File: config.mk
export PLATFORM = sky130hd
export DESIGN_NAME = reservation_station
export DESIGN_NICKNAME = d
export VERILOG_FILES = /design/src/rtl/reservation_station.sv
export SDC_FILE = /design/constraint.sdc
export NUM_CORES = 1
export LEC_CHECK = 0
export ABC_AREA = 1
export BUFFER_PORTS_ARGS = -buffer_cell sky130_fd_sc_hd__buf_2
export CORE_MARGIN = 2
export CORE_UTILIZATION = 60
export DETAILED_ROUTE_END_ITERATION = 10
export HOLD_SLACK_MARGIN = 0.02
export PLACE_DENSITY = 0.78
export SYNTH_ARGS = -nofsm -noshare
export SYNTH_HDL_FRONTEND = slang
export SYNTH_SLANG_ARGS = --single-unit
File: constraint.sdc
create_clock -name clk_i -period 17.95 [get_ports clk_i]
set_input_delay 4.4875 -clock clk_i [delete_from_list [all_inputs] [get_ports clk_i]]
set_output_delay 4.4875 -clock clk_i [all_outputs]
set_load 0.02 [all_outputs]
File: src/rtl/reservation_station.sv
// Reservation station: holds dispatched instructions until both operands are
// available (captured at dispatch, via same-edge CDB bypass, or via CDB
// wakeup), then issues the oldest ready entry to the functional unit.
module reservation_station #(
  parameter int SIZE   = 4,
  parameter int DATA_W = 32,
  parameter int TAG_W  = 4,
  parameter int OP_W   = 4
) (
  input  logic              clk_i,
  input  logic              reset_i,
  input  logic              dispatch_valid_i,
  output logic              dispatch_ready_o,
  input  logic [OP_W-1:0]   dispatch_op_i,
  input  logic [TAG_W-1:0]  dispatch_tag_i,
  input  logic              src1_valid_i,
  input  logic [TAG_W-1:0]  src1_tag_i,
  input  logic [DATA_W-1:0] src1_data_i,
  input  logic              src2_valid_i,
  input  logic [TAG_W-1:0]  src2_tag_i,
  input  logic [DATA_W-1:0] src2_data_i,
  input  logic              cdb_valid_i,
  input  logic [TAG_W-1:0]  cdb_tag_i,
  input  logic [DATA_W-1:0] cdb_data_i,
  output logic              issue_valid_o,
  input  logic              issue_ready_i,
  output logic [OP_W-1:0]   issue_op_o,
  output logic [TAG_W-1:0]  issue_tag_o,
  output logic [DATA_W-1:0] issue_src1_o,
  output logic [DATA_W-1:0] issue_src2_o,
  output logic [SIZE-1:0]   entry_free_o,
  output logic [SIZE-1:0]   entry_ready_o
);

  localparam int IDX_W = (SIZE > 1) ? $clog2(SIZE) : 1;

  logic [SIZE-1:0]   busy;
  logic [SIZE-1:0]   s1_valid;
  logic [SIZE-1:0]   s2_valid;
  logic [OP_W-1:0]   op      [SIZE];
  logic [TAG_W-1:0]  dest    [SIZE];
  logic [TAG_W-1:0]  s1_tag  [SIZE];
  logic [TAG_W-1:0]  s2_tag  [SIZE];
  logic [DATA_W-1:0] s1_data [SIZE];
  logic [DATA_W-1:0] s2_data [SIZE];
  logic [2:0]        age     [SIZE];

  logic              alloc;
  logic [IDX_W-1:0]  alloc_idx;
  logic              alloc_found;
  logic              issue_fire;
  logic [IDX_W-1:0]  best_idx;
  logic [2:0]        best_age;
  logic              best_found;
  logic [IDX_W-1:0]  sel_idx;
  logic              hold_valid;
  logic [IDX_W-1:0]  hold_idx;
  logic              byp1_valid;
  logic              byp2_valid;
  logic [DATA_W-1:0] byp1_data;
  logic [DATA_W-1:0] byp2_data;

  assign entry_free_o     = ~busy;
  assign entry_ready_o    = busy & s1_valid & s2_valid;
  assign dispatch_ready_o = |entry_free_o;
  assign issue_valid_o    = |entry_ready_o;
  assign alloc            = dispatch_valid_i & dispatch_ready_o;
  assign issue_fire       = issue_valid_o & issue_ready_i;

  // Lowest-index free entry receives the next dispatch
  always_comb begin
    alloc_idx   = '0;
    alloc_found = 1'b0;
    for (int unsigned i = 0; i < SIZE; i++) begin
      if (!busy[i] && !alloc_found) begin
        alloc_idx   = IDX_W'(i);
        alloc_found = 1'b1;
      end
    end
  end

  // Oldest ready entry, lowest index on ties; a stalled selection is kept
  // unless a strictly older entry is ready, so age saturation cannot flip it
  always_comb begin
    best_idx   = '0;
    best_age   = '0;
    best_found = 1'b0;
    for (int unsigned i = 0; i < SIZE; i++) begin
      if (entry_ready_o[i] && (!best_found || age[i] > best_age)) begin
        best_idx   = IDX_W'(i);
        best_age   = age[i];
        best_found = 1'b1;
      end
    end
    sel_idx = best_idx;
    if (hold_valid && entry_ready_o[hold_idx] && age[hold_idx] == best_age)
      sel_idx = hold_idx;
  end

  // Issue data taken from the selected entry
  always_comb begin
    issue_op_o   = op[sel_idx];
    issue_tag_o  = dest[sel_idx];
    issue_src1_o = s1_data[sel_idx];
    issue_src2_o = s2_data[sel_idx];
  end

  // Dispatch operands, forwarding a CDB result that arrives on the same edge
  always_comb begin
    byp1_valid = src1_valid_i | (cdb_valid_i && cdb_tag_i == src1_tag_i);
    byp2_valid = src2_valid_i | (cdb_valid_i && cdb_tag_i == src2_tag_i);
    byp1_data  = src1_valid_i ? src1_data_i : cdb_data_i;
    byp2_data  = src2_valid_i ? src2_data_i : cdb_data_i;
  end

  // Remember a stalled selection for the next cycle
  always_ff @(posedge clk_i or posedge reset_i) begin
    if (reset_i) begin
      hold_valid <= 1'b0;
      hold_idx   <= '0;
    end else begin
      hold_valid <= issue_valid_o & ~issue_ready_i;
      hold_idx   <= sel_idx;
    end
  end

  // Entry state: allocation, issue release, ageing and CDB wakeup
  always_ff @(posedge clk_i or posedge reset_i) begin
    if (reset_i) begin
      busy     <= '0;
      s1_valid <= '0;
      s2_valid <= '0;
      for (int unsigned i = 0; i < SIZE; i++) begin
        op[i]      <= '0;
        dest[i]    <= '0;
        s1_tag[i]  <= '0;
        s2_tag[i]  <= '0;
        s1_data[i] <= '0;
        s2_data[i] <= '0;
        age[i]     <= '0;
      end
    end else begin
      for (int unsigned i = 0; i < SIZE; i++) begin
        if (alloc && IDX_W'(i) == alloc_idx) begin
          busy[i]     <= 1'b1;
          age[i]      <= '0;
          op[i]       <= dispatch_op_i;
          dest[i]     <= dispatch_tag_i;
          s1_valid[i] <= byp1_valid;
          s1_tag[i]   <= src1_tag_i;
          s1_data[i]  <= byp1_data;
          s2_valid[i] <= byp2_valid;
          s2_tag[i]   <= src2_tag_i;
          s2_data[i]  <= byp2_data;
        end else if (busy[i]) begin
          if (issue_fire && IDX_W'(i) == sel_idx) begin
            busy[i] <= 1'b0;
          end else if (alloc && age[i] != 3'd7) begin
            age[i] <= age[i] + 3'd1;
          end
          if (cdb_valid_i && !s1_valid[i] && s1_tag[i] == cdb_tag_i) begin
            s1_valid[i] <= 1'b1;
            s1_data[i]  <= cdb_data_i;
          end
          if (cdb_valid_i && !s2_valid[i] && s2_tag[i] == cdb_tag_i) begin
            s2_valid[i] <= 1'b1;
            s2_data[i]  <= cdb_data_i;
          end
        end
      end
    end
  end

endmodule

* After elaboration in Yosys (flattened, before gate mapping)
Index checks and enable logic that the tools add are counted.
Cells by class: eq/ne operators 25, multiplexer cells 112, order comparisons 6, add/sub/neg operators 4, reduce and logical (&&, ||, !) cells 89, bitwise gates (word level) 11
Operators by type and width (count):
- $mux 32 | 30
- $bmux 32 s2 | 2
- $mux 3 | 22
- $mux 1 | 45
- $eq 4x4->1 | 10
- $logic_and 1x1->1 | 38
- $reduce_bool 2->1 | 16
- $bmux 4 s2 | 2
- $logic_not 1->1 | 16
- $mux 4 | 4
- $reduce_and 2->1 | 8
- $add 3x1->3 const B | 4
- $ne 3x3->1 const B | 4
- $reduce_and 3->1 | 4
- $mux 2 | 5
- $gt 3x3->1 | 3
- $and 4x4->4 | 2
- $eq 2x2->1 const A | 4
- $ne 2x2->1 const B | 4
- $reduce_or 4->1 | 2
- $bmux 3 s2 | 1
- $ge 3x3->1 const B | 2
- $not 2->3 | 2
- $eq 1x2->1 const A | 2
- other kinds (9) | 15
Word-level totals: word-level logic and storage cells 286, input port bits 123, register bits after elaboration 347, output and inout port bits 82

* Depth between registers and ports, before layout
Gate-level depths: netlist of the first run.
depth in word-level cells 23, depth in mapped cells 40, gate-level depth less buffers 39

* Least setup slack after synthesis of the first run
OpenSTA, ideal clock, no wires.
path type flip-flop to output port, start point register busy[0], end point output port issue_src1_o[13], cell stages (with the launch flop) 39, data required time 13.462 ns, data arrival time 4.455 ns, buffers on the path 2, setup slack 9.007 ns, cell sequence dfrtp_1 > nand3_2 > nor2_1 > inv_1 > ha_1 > a21oi_1 > nand2_1 > nand2_1 > nand2_4 > nand3_1 > nand2_1 > ha_1 > nand2_1 > o21ai_1 > nand2_1 > nand2_1 > nand2_4 > inv_2 > (+3 left out) > nand2_1 > o21ai_0 > nand2_1 > nand2_1 > nand2_2 > inv_2 > nand2_1 > nand3_1 > nand2_2 > nor2_4 > nand2_4 > nand2_2 > nand2_4 > buf_6 > buf_4 > o21ai_1 > nand2_1 > nand3_1
On the way: longest elaborated chain between the ends 22, elaborated cells between the ends (all ways) 34, those cells by class order compare: 3; eq/ne: 1; mux: 16; bitwise: 3; reduce/logical: 11
RTL lines:
- from (decl) | RTL line 37 | logic [SIZE-1:0] busy;
- from (signal assigned) | RTL line 130 | busy <= '0;
- from (signal, indexed assignment) | RTL line 145 | busy[i] <= 1'b1;
- from (signal, indexed assignment) | RTL line 157 | busy[i] <= 1'b0;
- $and 4x4->4 (*) (2 in a row) | RTL line 64 | assign entry_ready_o = busy & s1_valid & s2_valid;
- $mux 3 or $mux 1 (tied branches) | RTL line 89 | if (entry_ready_o[i] && (!best_found || age[i] > best_age)) begin
- $gt 3x3->1 or $logic_not 1->1 (tied branches) | RTL line 89
- $logic_or 1x1->1 | RTL line 89
- $logic_and 1x1->1 | RTL line 89
- $mux 3 or $mux 1 (tied branches) | RTL line 89
- $gt 3x3->1 or $logic_not 1->1 (tied branches) | RTL line 89
- $logic_or 1x1->1 | RTL line 89
- (+4 left out)
- $logic_and 1x1->1 | RTL line 89
- $mux 3 | RTL line 89
- $eq 3x3->1 | RTL line 96 | if (hold_valid && entry_ready_o[hold_idx] && age[hold_idx] == best_age)
- $logic_and 1x1->1 | RTL line 96
- $mux 2 (*) | RTL line 96
- $not 2->3 (implied by the code) (*) | RTL line 104 | issue_src1_o = s1_data[sel_idx];
- $bmux 32 s2 (*) | RTL line 104
- $mux 32 (implied by the code) (*) (2 in a row) | RTL line 104
- to (decl) | RTL line 29 | output logic [DATA_W-1:0] issue_src1_o,
Mark *: on every way between the ends. The rest lies on a longest branch, timed or not. The select of a mux whose other input is x is not followed.

* Worst setup path in the final report of the first run
start point register busy[0], end point output port issue_src1_o[20]
Same word-level chain as after synthesis.

==> run metrics, run 1 <==
antenna violations before repair=3; Worst-Margin Slew=1.25 ns; Startpoint Class=flop; crit path DAT=7.23 ns; Tot GR Track Use=0.396; core area=about 32000 um^2; R2R depth=38; Synth top area share=0.451; Buf/Inv on CP=6; Clock Latency Late Sink=between 0.5 and 0.6 ns; most frequent cells in the layout=1065 x nand2_1, 347 x dfrtp_1, 220 x nand3_1, 218 x o21ai_0, 216 x inv_1; CTS tree=built; DRT iter0 DRCs=~2600; Total Wirelength=66200 um; Slowest cell on crit path=buf_4; Final ANT Viol Nets=0; # clock sinks=347; P&R area growth vs syn=12.5%; CTS Buf Count=38; total chip power=5.10 mW; Int Power=~2.4 mW; CTS Hold Bufs=0; Worst R2R End=age[11]$_DFFE_PP0P_; CP delay by family, top=simple AND/OR/NAND/NOR gates; Cell Area, Synth=19300 um^2; total vias in the final route=just under 20000; DP Area=around 20000 um^2; Initial Utilization=0.611; Chip Width=around 180 um; Overflow after GRT=0; clock skew=about 0.015 ns; Max clock buf depth=3; Logic pwr share=0.577; fin area=approximately 22000 um^2; critical path's largest stage delay=0.62 ns; VDD IR max=about 0.18 mV; hold_sp=s2_data[73]$_DFFE_PP0P_; Die Ht=approximately 180 um; drt first pass iters=9; Hold WS=a little under 0.5 ns; Switching Fraction=0.523; Gate Count Post-Synth=between 2000 and 3000; r2r setup slk=~12 ns; CP Max Fanout=40; Slew Limit Fails=0; WHS Path Cells=2; drt wl/cell=20.3 um; Total Die Area=33600 um^2; cell with the most instances on the worst path=nand2_1; nets@finish=around 3000; num ports=about 210; crit path capture type=output port; RR Startpoint=busy[0]$_DFF_PP0_; Final HPWL DP=a little under 40000 um; Via density=6.10; vias in the first global route=approximately 19000; P per Cell Area=235 nW/um^2; Clk network pwr share=0.155; post-cts resize count=0; Root Driver=clkbuf_16; Yosys reg bits=about 350; largest net degree at the start of global routing=approximately 150; dominant cell type by area after synthesis=dfrtp_1; hold crit path type=flop to flop; syn_area_per_cell=7.10 um^2; Core Util, Final=0.687; Filler Cell Count=between 2000 and 3000; RSZ-0062 raised after global routing=no; synth top area cells=dfrtp_1 45%, nand2_1 21%, nand3_1 5.7%, o21ai_0 5.7%, inv_1 4.3%; global-route wire length before repair=a little over 100000 um; post-route setup TNS=0 ns; Rows=65; Post-CTS Setup Repair Bufs=0; unique cell type count in the Yosys netlist=44; switching power=roughly 2.7 mW; Final Hold Vio Count=0; Slew headroom=0.166; port bufs=a little over 200; WHS Endpoint=s2_data[73]$_DFFE_PP0P_; final count of negative-setup-slack endpoints=0; Static Leak=11.0 nW; GP Congestion=between 0.8 and 0.9; CTS HTree Levels=2; Reg clk slew, reported paths=about 0.06 ns; most common cell after layout, fill and taps aside=nand2_1; DRC viols=0; fin crit period=11.71 ns; Crit Path Class=flop to output port; sequential cell area fraction in the yosys report=0.451; outcome=finished, final reports clean; synth warn=0; Tcrit/Tclk final=0.653; maxcap violations=0; syn_nets=between 2000 and 3000; sequential share of power=0.267; CP required=between 10 and 15 ns; FMAX=85.4 MHz; share of cells above drive strength 1=0.119
## registers in the layout, summed over array words and instances (netlist names)
| signal | flops |
|---|---|
| hold_valid | 1 |
| s1_data | 128 |
| s2_data | 128 |
| op | 16 |
| s2_valid | 4 |
| s2_tag | 16 |
| s1_tag | 16 |
| hold_idx | 2 |
| age | 12 |
| s1_valid | 4 |
| busy | 4 |
| dest | 16 |
## metrics by stage
stage	cells	setup slack, ns
6_report	3259	6.24
5_1_grt	3258	5.75
4_1_cts	3256	6.44
3_5_place_dp	3192	6.98
3_3_place_gp	3192	7.13
2_1_floorplan	2715	3.84
## power by group through the flow
stage	Combinational [mW]	Sequential, mW	Clock, mW
floorplan	2.01	1.29	0
global placement	2.81	1.35	0
detailed placement	2.86	1.36	0
CTS	2.88	1.35	0.795
global route	3.18	1.40	0.827
finish	2.95	1.36	0.793
## layout make-up
cell class,count,area [um^2],area share
well taps,402,503,0.0232
repair buffers,231,1250,0.0576
flip-flops and latches,347,8680,0.401
inverters,233,885,0.0408
clock buffers,58,1160,0.0534
multi-input cells,1980,9110,0.420
clock inverters,6,83.8,0.00387
diodes,2,5.00,0.000231
## tightest hold or removal path, delay by kind of cell, from the launching register on
family	cells	cell delay [ns]
AO/OA/AOI/OAI	1	0.05
flip-flops	1	0.34
AND/OR/NAND/NOR	1	0.05
## cells in the mapped netlist, drive strengths merged
library cell     n
a2111oi          2
a211o            1
a211oi           6
a21boi           1
a21oi          126
a221oi           4
a22o             2
a31oi            3
a32oi            2
and2             1
buf             45
clkbuf         110
clkinv           4
dfrtp          347
ha              17
inv            229
nand2         1085
nand3          228
nand3b           2
nand4            9
nor2           140
nor3             3
nor4             2
o2111ai          2
o211ai          52
o21ai          240
o21bai           1
o22ai           12
o311ai          28
o31ai            2
xnor2            6
xor2             3
## worst max-delay path by stage
stage	from	endpoint	slack, ns	cells after the start
global route	busy[0]$_DFF_PP0_	issue_src2_o[21]	5.75	39
CTS	busy[0]$_DFF_PP0_	issue_src1_o[20]	6.44	39
detailed placement	busy[0]$_DFF_PP0_	issue_src1_o[20]	6.98	38
global placement	busy[0]$_DFF_PP0_	issue_src1_o[24]	7.13	38
floorplan	reset_i	age[0]$_DFFE_PP0P_	3.84	1
finish	busy[0]$_DFF_PP0_	issue_src1_o[20]	6.24	38
## cells by family after synthesis
family          after synthesis  synth area share
fa+ha+maj                    17            0.0110
xor+xnor                      9           0.00409
compound gates              484             0.143
flops                       347             0.451
simple gates               1470             0.311
buf+inv                     388            0.0806
## metal layers
layer	GRT usage	vias up	routed length, um
met4	0.198	4	3290
li1	-	9003	-
met1	0.524	9230	25300
met3	0.103	244	8680
met2	0.606	1403	28900
met5	0	-	21
Note: power is estimated with default switching activity, not from simulation.
==> inputs of run 2 (changes only) <==
- clock period: 17.95 -> 11.8 ns (I/O delays scaled with it)
==> run 2 against run 1 <==
  * Setup slack worse by 4.8 ns
  * Critical path type unchanged
  * Non-clock buffer count grew 4
  * Clock-buffer cell count down 4
  * Core utilization shrank 0.21 points
==> run metrics, run 2 (synthesis results as in run 1) <==
core area=31600 um^2 (unchanged); crit path DAT=7.46 ns (+0.23 ns); DRC viols=0 (unchanged); Tcrit/Tclk final=0.882; biggest regs=s1_data (128), s2_data (128); Die Ht=183 um (unchanged); Initial Utilization=0.611 (unchanged); P&R area growth vs syn=12.1%; Slew Limit Fails=0 (unchanged); maxcap violations=0 (unchanged); Rows=65 (unchanged); drt first pass iters=8 (-1); cell with the most instances on the worst path=nand2_1; CTS HTree Levels=2 (unchanged); total chip power=7.72 mW (+51%); fin crit period=approximately 10 ns; GP Congestion=0.907 (+0.84%); most frequent cells in the layout=1065 x nand2_1, 347 x dfrtp_1, 220 x nand3_1, 218 x o21ai_0, 216 x inv_1; Filler Cell Count=2728 (-0.98%); CP Max Fanout=37 (-7.5%); drt wl/cell=20.4 um (+0.45%); post-route setup TNS=0 ns (unchanged); Tot GR Track Use=0.396 (about the same); largest net degree at the start of global routing=185 (+26%); Slew headroom=0.194 (+0.0278); Via density=6.15 (+0.74%); Total Wirelength=66600 um (+0.57%); final count of negative-setup-slack endpoints=0 (unchanged); Max clock buf depth=3 (unchanged); outcome=finished, final reports clean; Final ANT Viol Nets=0 (unchanged); VDD IR max=0.261 mV (+48%); Post-CTS Setup Repair Bufs=0 (unchanged); Final HPWL DP=39700 um (+1.8%); CTS tree=built; critical path's largest stage delay=0.82 ns (+0.20 ns); Slowest cell on crit path=inv_2; Reg clk slew, reported paths=0.06 ns (about the same); Worst-Margin Slew=1.21 ns (-0.0432 ns); RSZ-0062 raised after global routing=no; Total Die Area=33600 um^2 (unchanged); Final Hold Vio Count=0 (unchanged); clock skew=0.0145 ns (-0.000705 ns); vias in the first global route=19000 (+0.50%); post-cts resize count=0 (unchanged); hold crit path type=flop to flop; Startpoint Class=flop; port bufs=204 (unchanged); share of cells above drive strength 1=0.120 (+0.000883); Overflow after GRT=0 (unchanged); num ports=205 (unchanged); FMAX=approximately 96 MHz; antenna violations before repair=1 (-2); global-route wire length before repair=104000 um (+0.33%); Root Driver=clkbuf_16; most common cell after layout, fill and taps aside=nand2_1; nets@finish=2975 (+0.13%); Static Leak=11.0 nW (-0.26%); # clock sinks=347 (unchanged); total vias in the final route=20100 (+0.86%); P per Cell Area=357 nW/um^2 (+52%); crit path capture type=output port; CTS Hold Bufs=0 (unchanged); DRT iter0 DRCs=2715 (+4.6%); CP required=8.85 ns (-4.61 ns); Chip Width=183 um (unchanged); Clock Latency Late Sink=0.53 ns (about the same); CTS Buf Count=38 (unchanged); Crit Path Class=flop to output port
==> run 2: cell count changes in the layout (fill, tap and decap cells not counted), sizes merged <==
cell      before  now
clkinv        10   15
buf          231  235
clkbuf        58   54
bufinv         2    1
clkinvlp       0    1
inv          227  226
==> run 2: report_power, final <==
| part | leakage [nW] | switching [mW] | internal (mW) | total [mW] |
|---|---|---|---|---|
| sequential | 4.34 | 0.336 | 1.74 | 2.07 |
| combinational | 6.09 | 3.24 | 1.25 | 4.49 |
| clock | 0.584 | 0.489 | 0.664 | 1.15 |
==> run 2: worst paths after layout <==
check                                    startpoint                  endpoint  slack, ns  depth (start not counted)
max in group asynchronous                   reset_i       age[10]$_DFFE_PP0P_       7.09                          4
min                        s2_data[110]$_DFFE_PP0P_  s2_data[110]$_DFFE_PP0P_       0.48                          2
min reg2reg                s2_data[110]$_DFFE_PP0P_  s2_data[110]$_DFFE_PP0P_       0.48                          2
max reg2reg                       busy[0]$_DFF_PP0_        age[6]$_DFFE_PP0P_       5.86                         38
min in group asynchronous                   reset_i   s2_data[26]$_DFFE_PP0P_       2.50                          2
max                               busy[0]$_DFF_PP0_           issue_src1_o[9]       1.39                         39
==> run 2: metrics by stage <==
| step | util | instances | worst slack [ns] | cell area [um^2] | hold slack, ns |
|---|---|---|---|---|---|
| final | 0.685 | 3263 | 1.39 | 21600 | 0.482 |
| after global routing | 0.685 | 3262 | 0.944 | 21600 | 0.497 |
| after CTS | 0.685 | 3261 | 1.60 | 21600 | 0.483 |
| after detailed placement | 0.648 | 3197 | 2.15 | 20400 | 0.469 |
| after global placement | 0.648 | 3197 | 2.33 | 20400 | 0.464 |
| after floorplan | - | 2715 | 4.21 | 19300 | 0.452 |
==> run 2: layout make-up <==
| class | instances | area [um^2] | share of cell area |
|---|---|---|---|
| antenna | 2 | 5.00 | 0.000232 |
| inverter | 233 | 881 | 0.0408 |
| multi-input combinational | 1980 | 9100 | 0.421 |
| sequential | 347 | 8680 | 0.402 |
| timing repair buffer | 235 | 1270 | 0.0586 |
| tap | 402 | 503 | 0.0233 |
| clock inverter | 10 | 78.8 | 0.00365 |
| clock buffer | 54 | 1090 | 0.0505 |
==> run 2: per-layer routing <==
metal,part of all wire,GRT usage,vias to the layer above
met5,0,0,-
met1,0.38,0.541,9345
met2,0.45,0.622,1468
met3,0.13,0.0693,228
met4,0.044,0.180,0
li1,-,-,9014
==> run 2: critical path: cells and delay by family (launching register included) <==
kind	cells	cell delay (ns)
buffers and inverters	6	1.85
AND/OR/NAND/NOR	28	3.44
AO/OA/AOI/OAI	2	0.25
adder cells (fa/ha/maj)	3	0.91
flip-flops	1	0.42
